===== config.mk =====
export PLATFORM = sky130hd
export DESIGN_NAME = alu_issue_arb
export DESIGN_NICKNAME = d
export VERILOG_FILES = /design/src/rtl/alu_issue_arb.sv
export SDC_FILE = /design/constraint.sdc
export NUM_CORES = 1
export LEC_CHECK = 0
export CORE_AREA = 2 2 108 110
export CTS_CLUSTER_DIAMETER = 120
export DETAILED_ROUTE_END_ITERATION = 16
export DIE_AREA = 0 0 110 112
export PLACE_DENSITY_LB_ADDON = 0.12
export SYNTH_ARGS = -nofsm -noshare
export SYNTH_HDL_FRONTEND = slang
export SYNTH_SLANG_ARGS = --single-unit

===== constraint.sdc =====
create_clock -name clk -period 1.5 [get_ports clk]
set_input_delay 0.15 -clock clk [delete_from_list [all_inputs] [get_ports clk]]
set_output_delay 0.15 -clock clk [all_outputs]
set_load 0.05 [all_outputs]

===== src/rtl/alu_issue_arb.sv =====
// alu_issue_arb: round-robin two-port issue arbiter for the shared alu_r.
// Optional illegal-op check enabled by defining ALU_ARB_OPCHK_EN.
module alu_issue_arb #(
  parameter int XLEN = 32
) (
  input  logic            clk,
  input  logic            rst_n,
  input  logic            req0_valid,
  output logic            req0_ready,
  input  logic [3:0]      req0_op,
  input  logic [XLEN-1:0] req0_src1,
  input  logic [XLEN-1:0] req0_src2,
  input  logic            req1_valid,
  output logic            req1_ready,
  input  logic [3:0]      req1_op,
  input  logic [XLEN-1:0] req1_src1,
  input  logic [XLEN-1:0] req1_src2,
  output logic [3:0]      alu_op,
  output logic [XLEN-1:0] alu_src1,
  output logic [XLEN-1:0] alu_src2,
  input  logic [XLEN-1:0] alu_d_out,
  output logic            res_valid,
  input  logic            res_ready,
  output logic [XLEN-1:0] res_data,
  output logic            res_id,
  output logic            res_err
);

  typedef enum logic {
    EMPTY = 1'b0,
    FULL  = 1'b1
  } state_t;

  state_t          st, st_nxt;
  logic            last_grant;
  logic            gnt_any;
  logic            gnt_id;
  logic            slot_free;
  logic            accept;
  logic [3:0]      gop;
  logic [XLEN-1:0] gsrc1;
  logic [XLEN-1:0] gsrc2;
  logic            bad_op;

  assign res_valid = (st == FULL);
  assign slot_free = !res_valid || res_ready;

  // both valid: the one that did not win last time
  assign gnt_any = req0_valid || req1_valid;
  assign gnt_id  = (req0_valid && req1_valid)
                 ? ~last_grant : req1_valid;

  assign accept     = gnt_any && slot_free && rst_n;
  assign req0_ready = accept && !gnt_id;
  assign req1_ready = accept && gnt_id;

  always_comb begin
    gop   = '0;
    gsrc1 = '0;
    gsrc2 = '0;
    if (gnt_any) begin
      gop   = gnt_id ? req1_op   : req0_op;
      gsrc1 = gnt_id ? req1_src1 : req0_src1;
      gsrc2 = gnt_id ? req1_src2 : req0_src2;
    end
  end

`ifdef ALU_ARB_OPCHK_EN
  assign bad_op = gnt_any && (gop > 4'd9);
  assign alu_op = bad_op ? 4'd0 : gop;
`else
  assign bad_op = 1'b0;
  assign alu_op = gop;
`endif

  assign alu_src1 = gsrc1;
  assign alu_src2 = gsrc2;

  always_comb begin
    st_nxt = st;
    unique case (st)
      EMPTY: if (accept) st_nxt = FULL;
      FULL: begin
        if (accept)         st_nxt = FULL;
        else if (res_ready) st_nxt = EMPTY;
      end
      default: st_nxt = EMPTY;
    endcase
  end

  always_ff @(posedge clk or negedge rst_n) begin
    if (!rst_n) begin
      st         <= EMPTY;
      res_data   <= '0;
      res_id     <= 1'b0;
      res_err    <= 1'b0;
      last_grant <= 1'b1;
    end else begin
      st <= st_nxt;
      if (accept) begin
        res_data   <= bad_op ? '0 : alu_d_out;
        res_id     <= gnt_id;
        res_err    <= bad_op;
        last_grant <= gnt_id;
      end
    end
  end

endmodule


# After elaboration in Yosys (flattened, before gate mapping)
# Cells that the tools add are included.
[totals]
register_bits = 35
in_bits = 173
out_inout_bits = 105
[op_classes]
mux = 11
n_bitwise = 2
reduce_logical = 9
[ops]
columns = ["operator", "n"]
rows = [
  ["32-bit 2-to-1 mux", 4],
  ["4-bit 2-to-1 mux", 2],
  ["1-bit logical AND", 5],
  ["1-bit 2-to-1 mux", 4],
  ["1-bit zero test", 2],
  ["1-bit logical OR", 2],
  ["1-bit NOT", 2],
  ["1-bit one-hot mux with 2 select lines", 1],
]

# Depth between registers and ports, before layout
# Gate-level depths: netlist (run 1).
[depth]
word_depth = 6
ltp_mapped = 7
depth_no_buf = 3

# Worst setup path after synthesis (run 1)
# OpenSTA, ideal clock, no wires.
[synth_timing]
path_kind = "flip-flop to output port"
from = "reg last_grant"
to = "out alu_src2[30]"
t_arrival_ns = 2.010
setup_slack_ns = -0.660
stages_incl_launch_ff = 5
path_cell_list = "dfstp_2 a21boi_2 buf_4 buf_2 o21ai_0"
[synth_via]
elab_chain_cells = 4
[synth_rtl]
columns = ["item", "line", "text"]
rows = [
  ["start, declared", "35", "logic last_grant;"],
  ["start signal, assigned", "104", "last_grant <= gnt_id;"],
  ["1-bit NOT", "51", "? ~last_grant : req1_valid;"],
  ["1-bit 2-to-1 mux", "51", ""],
  ["32-bit 2-to-1 mux", "64", "gsrc2 = gnt_id ? req1_src2 : req0_src2;"],
  ["32-bit 2-to-1 mux", "61", "if (gnt_any) begin"],
  ["end, declared", "20", "output logic [XLEN-1:0] alu_src2,"],
]
# Every way passes these cells.

# Final worst setup path (run 1)
[layout_timing]
from = "reg last_grant"
to = "out alu_src2[10]"
# The elaborated chain is that of the path after synthesis.

==> summary.txt, run 1 <==
Place
  • Routability Congestion: 0.756
  • I/O Buffers: 276
  • Detailed placement HPWL: 9710 um

Job
  • Max Cap Viol: 0

Timing
  • Final Setup Violations: 71
  • Final Hold Viols: 0
  • Period minus WS final: 1850 ps
  • Max Clock Skew: 2.25 ps
  • Setup slack after layout: -352 ps
  • Final Max Slew Viols: 0
  • Period Utilization, post-route: 123%
  • RSZ-0062 raised after global routing: yes
  • Max Freq: 540 MHz

Clock network
  • CTS buffer count: 5
  • Clock slew at reported path FFs: 50 ps
  • Depth of the CTS H-tree: 2
  • Insertion delay to the later sink of the worst-skew pair: 270 ps
  • CTS tree: built
  • Sink Count: 35
  • Root buffer cell: clkbuf_16
  • CTS Buffer Depth: 2

Pwr
  • Pwr dens: 936 nW/um2
  • Peak supply drop: 938 uV
  • Tot Pwr: 7230 uW
  • P_leak: 0.00325 uW

Setup path
  • Maximum fanout along the worst path: 13
  • R2r endpoint: res_id$_DFFE_PN0P_
  • Crit path kind: reg2out
  • Critical path launch point type: register
  • Endpoint type of the worst setup path: output port
  • Worst Path Arrival: 1700 ps
  • Worst r2r path cells: 6
  • Worst r2r src: last_grant$_DFFE_PN1P_
  • Worst Setup SP: last_grant$_DFFE_PN1P_
  • Worst setup path endpoint: alu_src2[10]
  • CP required: 1350 ps
  • R2R setup slack: -10 ps

Finish
  • Final Core Density: 69.2%
  • Ant. Diodes: 0
  • Most common cell after layout, fill and taps aside: clkdlybuf4s50_1
  • Commonest cells after routing, fill and taps aside: clkdlybuf4s50_1 (169), nand2_1 (86), buf_12 (79)
  • Fillers: 829
  • Final-stage net count: 787
  • Multi-input logic area: 2280 um2
  • Register Area: 878 um2
  • P&R area growth vs syn: 230%
  • Share of layout cells above drive strength 1: 50.0%

Status
  • Failing checks: negative setup slack
  • Status: complete, but fails checks

Floorplan
  • Die ar.: 12300 um2
  • Total core area: 11200 um2
  • Width of the chip: 110 um
  • Die Span Y: 112 um
  • Initial core utilization: 21.0%
  • Row count: 39
  • Ports: 278

Route
  • Routed Antenna Nets: 0
  • Iteration-0 DRC Markers: 89
  • Number of remaining DRC errors: 0
  • First-pass detailed-route iteration total: 4
  • Routed len/inst: 17.8 um
  • Wirelength, routed: 13500 um
  • Vias/cell: 4.53
  • Total number of vias: 3432

Global routing
  • Global-route wire length before repair: 17700 um
  • Largest net degree at the start of global routing: 69
  • Initial antenna violation count: 1
  • GRT overflow: 0
  • GRT Overall Usage: 18.5%
  • Vias in the first global route: 3462

Synth
  • Post-synthesis sequential area ratio: 37.4%
  • Ys Warns: 0
  • Ys async rst share: 100%
  • Synthesized area per cell: 7.61 um2
  • Gate Count Post-Synth: 308
  • Syn_nets: 481
  • Dominant synthesized flop cell: dfrtp_1
  • Post-synth EDFFs: 0
  • Synthesized cell area: 2340 um2
  • Register bit count reported by yosys: 35
  • Netlist cell types: 21

Min path
  • Hold WC Path Type: in2async
## power by group
part	total (uW)	internal (uW)	switching [uW]	leakage [uW]
sequential	1230	1130	101	0.000408
clock	1120	774	346	0.0000769
combinational	4890	2310	2580	0.00276
## sequential cells by signal, summed over array words and instances (netlist names)
register / count
res_valid: 1
res_data: 32
last_grant: 1
res_id: 1
## layout make-up
cell class	instances	area share, %
Timing Repair Buffer	326	54.8
Multi-Input combinational cell	246	29.4
Sequential cell	35	11.4
Tap cell	143	2.31
Clock buffer	6	1.67
Clock inverter	1	0.388
## worst min-delay path by stage
stage          start                  endpoint  slack [ps]  cells past startpoint
2_1_floorplan  rst_n   res_data[0]$_DFFE_PN0P_        -150                      0
3_3_place_gp   rst_n        res_id$_DFFE_PN0P_          -7                      1
3_5_place_dp   rst_n        res_id$_DFFE_PN0P_           1                      1
4_1_cts        rst_n  res_data[28]$_DFFE_PN0P_          20                      2
5_1_grt        rst_n  res_data[31]$_DFFE_PN0P_          70                      2
6_report       rst_n  res_data[17]$_DFFE_PN0P_          30                      2
## what timing repair did
| action | in CTS | in global routing |
|---|---|---|
| gates resized for setup | 85 | 60 |
| hold endpoints to repair | 3 | 0 |
| pin swaps | 14 | 36 |
| buffers inserted | 4 | 3 |
| setup endpoints to repair | 70 | 70 |
| hold buffers | 1 | 0 |
| gates cloned | 1 | 14 |
## synthesized netlist by cell type (2+ instances only)
master | count | area (um2)
o21ai_0 | 64 | 320
buf_6 | 7 | 78.8
mux2_2 | 20 | 225
buf_2 | 7 | 35.0
clkbuf_2 | 4 | 20.0
buf_4 | 2 | 15.0
o21ai_1 | 4 | 20.0
clkbuf_1 | 7 | 26.3
nand2_1 | 137 | 514
mux2_1 | 12 | 135
dfrtp_1 | 34 | 851
## stage by stage
stage          cell area (um2)  std cells  TNS, ps  setup slack, ps  hold slack, ps
2_1_floorplan             2860        308    -4360             -241            -146
3_3_place_gp              6530        727   -16540             -242           -6.82
3_5_place_dp              6530        727   -18620             -274            1.01
4_1_cts                   7120        740   -18780             -354            24.5
5_1_grt                   7730        757   -24260             -395            73.8
6_report                  7730        757   -20760             -352            27.1
## critical path: stages (launching register included)
cell       delay [ps]
dfstp_2           560
a21boi_4           90
clkbuf_16         180
buf_16            160
buf_6             130
o21ai_4           150
buf_12            150
## layer usage
| layer | vias to the layer above | global-route usage (%) | part of all wire, % |
|---|---|---|---|
| met3 | 23 | 5.80 | 8.4 |
| met5 | - | 0 | 0.052 |
| met2 | 157 | 36.0 | 56 |
| met4 | 2 | 4.22 | 2.4 |
| li1 | 1629 | - | - |
| met1 | 1621 | 18.7 | 33 |
## logic make-up after synthesis
group / after synthesis / synth area share (%)
mux: 32 / 15.4
simple gates: 140 / 22.7
buf+inv: 27 / 7.47
other cells: 1 / 0.160
flops: 35 / 37.4
compound gates: 73 / 16.9
Power figures use the tool's default switching activity.
==> run 2: changes to the inputs <==
SLEW_MARGIN = 20   (was not set)
==> results of run 2 <==
Same layout as run 1: the final DEF is identical, and so are final timing and power.
==> run 3: changes to the inputs <==
SKIP_CTS_REPAIR_TIMING = 1   (was not set)
==> run 3 against run 2 <==
Against the previous run: the run still ends with negative setup slack left; combinational power down 7.6%; die area is the same; via count shrank 4.0%; global-route usage decreased by 1.1 points; register-to-register slack better by 100 ps; setup slack improved by 42 ps; fmax up 2.3%; routed wire length shrank 9.9%; flip-flop and latch count did not move; cell count shrank 1.7%; clock-buffer cell count unchanged; critical path type unchanged.
==> summary.txt, run 3 (synthesized netlist as in run 1, its figures left out) <==
Place
  • Detailed placement HPWL: 9710 um (unchanged)
  • I/O Buffers: 276 (unchanged)
  • Area after DPL: 6530 um2 (unchanged)
  • Routability Congestion: 0.756 (unchanged)

Global routing
  • Routing usage on met3: 4.98% (-0.82 points)
  • Grt met2 use: 33.6% (-2.4 points)
  • GR peak layer: met2
  • Initial antenna violation count: 0 (-1)
  • GRT overflow: 0 (unchanged)
  • Routing usage on met1: 18.3% (-0.40 points)
  • Global-route wire length before repair: 16700 um (-5.9%)
  • Vias in the first global route: 3255 (-6.0%)
  • Largest net degree at the start of global routing: 69 (unchanged)
  • GRT Overall Usage: 17.4% (-1.1 points)

Floorplan
  • Ports: 278 (unchanged)
  • Die ar.: 12300 um2 (unchanged)
  • Total core area: 11200 um2 (unchanged)
  • Initial core utilization: 21.0% (unchanged)
  • Width of the chip: 110 um (unchanged)
  • Die Span Y: 112 um (unchanged)
  • Row count: 39 (unchanged)

Setup path
  • CP required: 1350 ps (about the same)
  • Worst path most repeated cell: buf_12
  • Worst path bufs/invs: 4 (unchanged)
  • Critical path launch point type: register
  • Crit-path leading delay family: buffers and inverters
  • Maximum fanout along the worst path: 13 (unchanged)
  • Crit path kind: reg2out
  • Worst Path Arrival: 1660 ps (-40 ps)
  • Slowest cell on the critical path: dfstp_2
  • R2R setup slack: 90 ps (+100 ps)
  • Endpoint type of the worst setup path: output port
  • Worst path cell trace: a21boi_4, buf_12, buf_16, buf_6, o21ai_4, buf_12
  • Crit-path max cell delay: 560 ps (about the same)

Pwr
  • Switching share of power: 41.9% (+0.097 points)
  • Sw power: 2880 uW (-4.9%)
  • P_leak: 0.00298 uW (-8.3%)
  • Internal power: 3990 uW (-5.3%)
  • Comb pwr share: 65.8% (-1.7 points)
  • Sequential power share: 17.9% (+0.9 points)
  • Clock power share: 16.3% (+0.8 points)
  • Tot Pwr: 6870 uW (-5.1%)
  • Pwr dens: 956 nW/um2 (+2.2%)
  • Peak supply drop: 939 uV (+0.15%)

Timing
  • Final Max Slew Viols: 0 (unchanged)
  • Hold_ws: 17.9 ps (-9.25 ps)
  • Period Utilization, post-route: 121% (-2.8 points)
  • Max Freq: 552 MHz (+2.3%)
  • Max Clock Skew: 2.32 ps (+0.0720 ps)
  • Final Setup Violations: 70 (-1.4%)
  • Setup TNS: -16550 ps (+4210 ps)
  • Setup slack after layout: -311 ps (+41.5 ps)
  • Period minus WS final: 1810 ps (-41.5 ps)
  • RSZ-0062 raised after global routing: yes
  • Final Hold Viols: 0 (unchanged)

Finish
  • Max FFs per register: 32 (unchanged)
  • Largest Register: res_data
  • Most common cell after layout, fill and taps aside: clkdlybuf4s50_1
  • Ant. Diodes: 0 (unchanged)
  • Commonest cells after routing, fill and taps aside: clkdlybuf4s50_1 (169), nand2_1 (110), buf_12 (80)
  • Share of layout cells above drive strength 1: 44.4% (-5.6 points)
  • Final-stage net count: 774 (-1.7%)
  • Fillers: 911 (+9.9%)
  • Cell area after layout: 7180 um2 (-7.2%)
  • P&R area growth vs syn: 206%

Route
  • Number of remaining DRC errors: 0 (unchanged)
  • Wirelength, routed: 12100 um (-9.9%)
  • Total number of vias: 3295 (-4.0%)
  • Routed len/inst: 16.3 um (-8.3%)
  • Iteration-0 DRC Markers: 163 (+83%)
  • Routed Antenna Nets: 0 (unchanged)
  • Vias/cell: 4.43 (-2.3%)
  • First-pass detailed-route iteration total: 4 (unchanged)

Clock network
  • Insertion delay to the later sink of the worst-skew pair: 270 ps (about the same)
  • Root buffer cell: clkbuf_16
  • Clock slew at reported path FFs: 50 ps (about the same)
  • CTS buffer count: 5 (unchanged)
  • CTS Buffer Depth: 2 (unchanged)
  • Depth of the CTS H-tree: 2 (unchanged)
  • CTS tree: built
  • Sink Count: 35 (unchanged)

Min path
  • Hold WC Path Type: in2async

Status
  • Failing checks: negative setup slack
  • Status: complete, but fails checks

Job
  • Max Cap Viol: 0 (unchanged)
run 3: cell count changes in the layout (fill, tap and decap cells not counted), moves of 3 or more:
| cell | before | now |
|---|---|---|
| o21ai_4 | 62 | 51 |
| o21ai_2 | 6 | 14 |
| buf_16 | 5 | 2 |
| o21ai_1 | 0 | 3 |
| buf_8 | 4 | 0 |
| nand2_4 | 23 | 7 |
| nand2_1 | 86 | 110 |
| nand2_2 | 28 | 20 |
| clkbuf_16 | 17 | 9 |
run 3: cell type report:
class / instances / area, um2 / share of cell area, %
Clock inverter: 1 / 30.0 / 0.418
Multi-Input combinational cell: 246 / 2040 / 28.4
Timing Repair Buffer: 313 / 3920 / 54.6
Sequential cell: 35 / 878 / 12.2
Tap cell: 143 / 179 / 2.49
Clock buffer: 6 / 129 / 1.80
run 3: metrics by stage:
stage / cells / utilization, % / setup slack [ps]
after floorplan: 308 / - / -241
after global placement: 727 / 58.4 / -242
after detailed placement: 727 / 58.4 / -274
after CTS: 734 / 59.8 / -366
after global routing: 744 / 64.2 / -356
final: 744 / 64.2 / -311
run 3: worst paths after layout:
check                                    startpoint                  endpoint  cells after the start
setup / recovery             last_grant$_DFFE_PN1P_              alu_src2[16]                      6
hold / removal                                rst_n  res_data[23]$_DFFE_PN0P_                      2
setup reg to reg             last_grant$_DFFE_PN1P_        res_id$_DFFE_PN0P_                      5
hold reg to reg            res_data[30]$_DFFE_PN0P_  res_data[30]$_DFFE_PN0P_                      1
max in group asynchronous                     rst_n    last_grant$_DFFE_PN1P_                      2
min in group clk                              rst_n    last_grant$_DFFE_PN1P_                      2
run 3: per-layer routing:
| layer | vias up | part of all wire (%) |
|---|---|---|
| met2 | 143 | 56 |
| met1 | 1536 | 34 |
| met3 | 13 | 8.7 |
| met4 | 0 | 1.7 |
| met5 | - | 0 |
| li1 | 1603 | - |
run 3: power by group through the flow:
stage	Clock (uW)	Combinational (uW)	Sequential, uW
after floorplan	0	1650	1820
after CTS	1160	4250	1230
after global routing	1200	4700	1250
after detailed placement	0	4250	1240
after global placement	0	4210	1230
final	1120	4520	1230
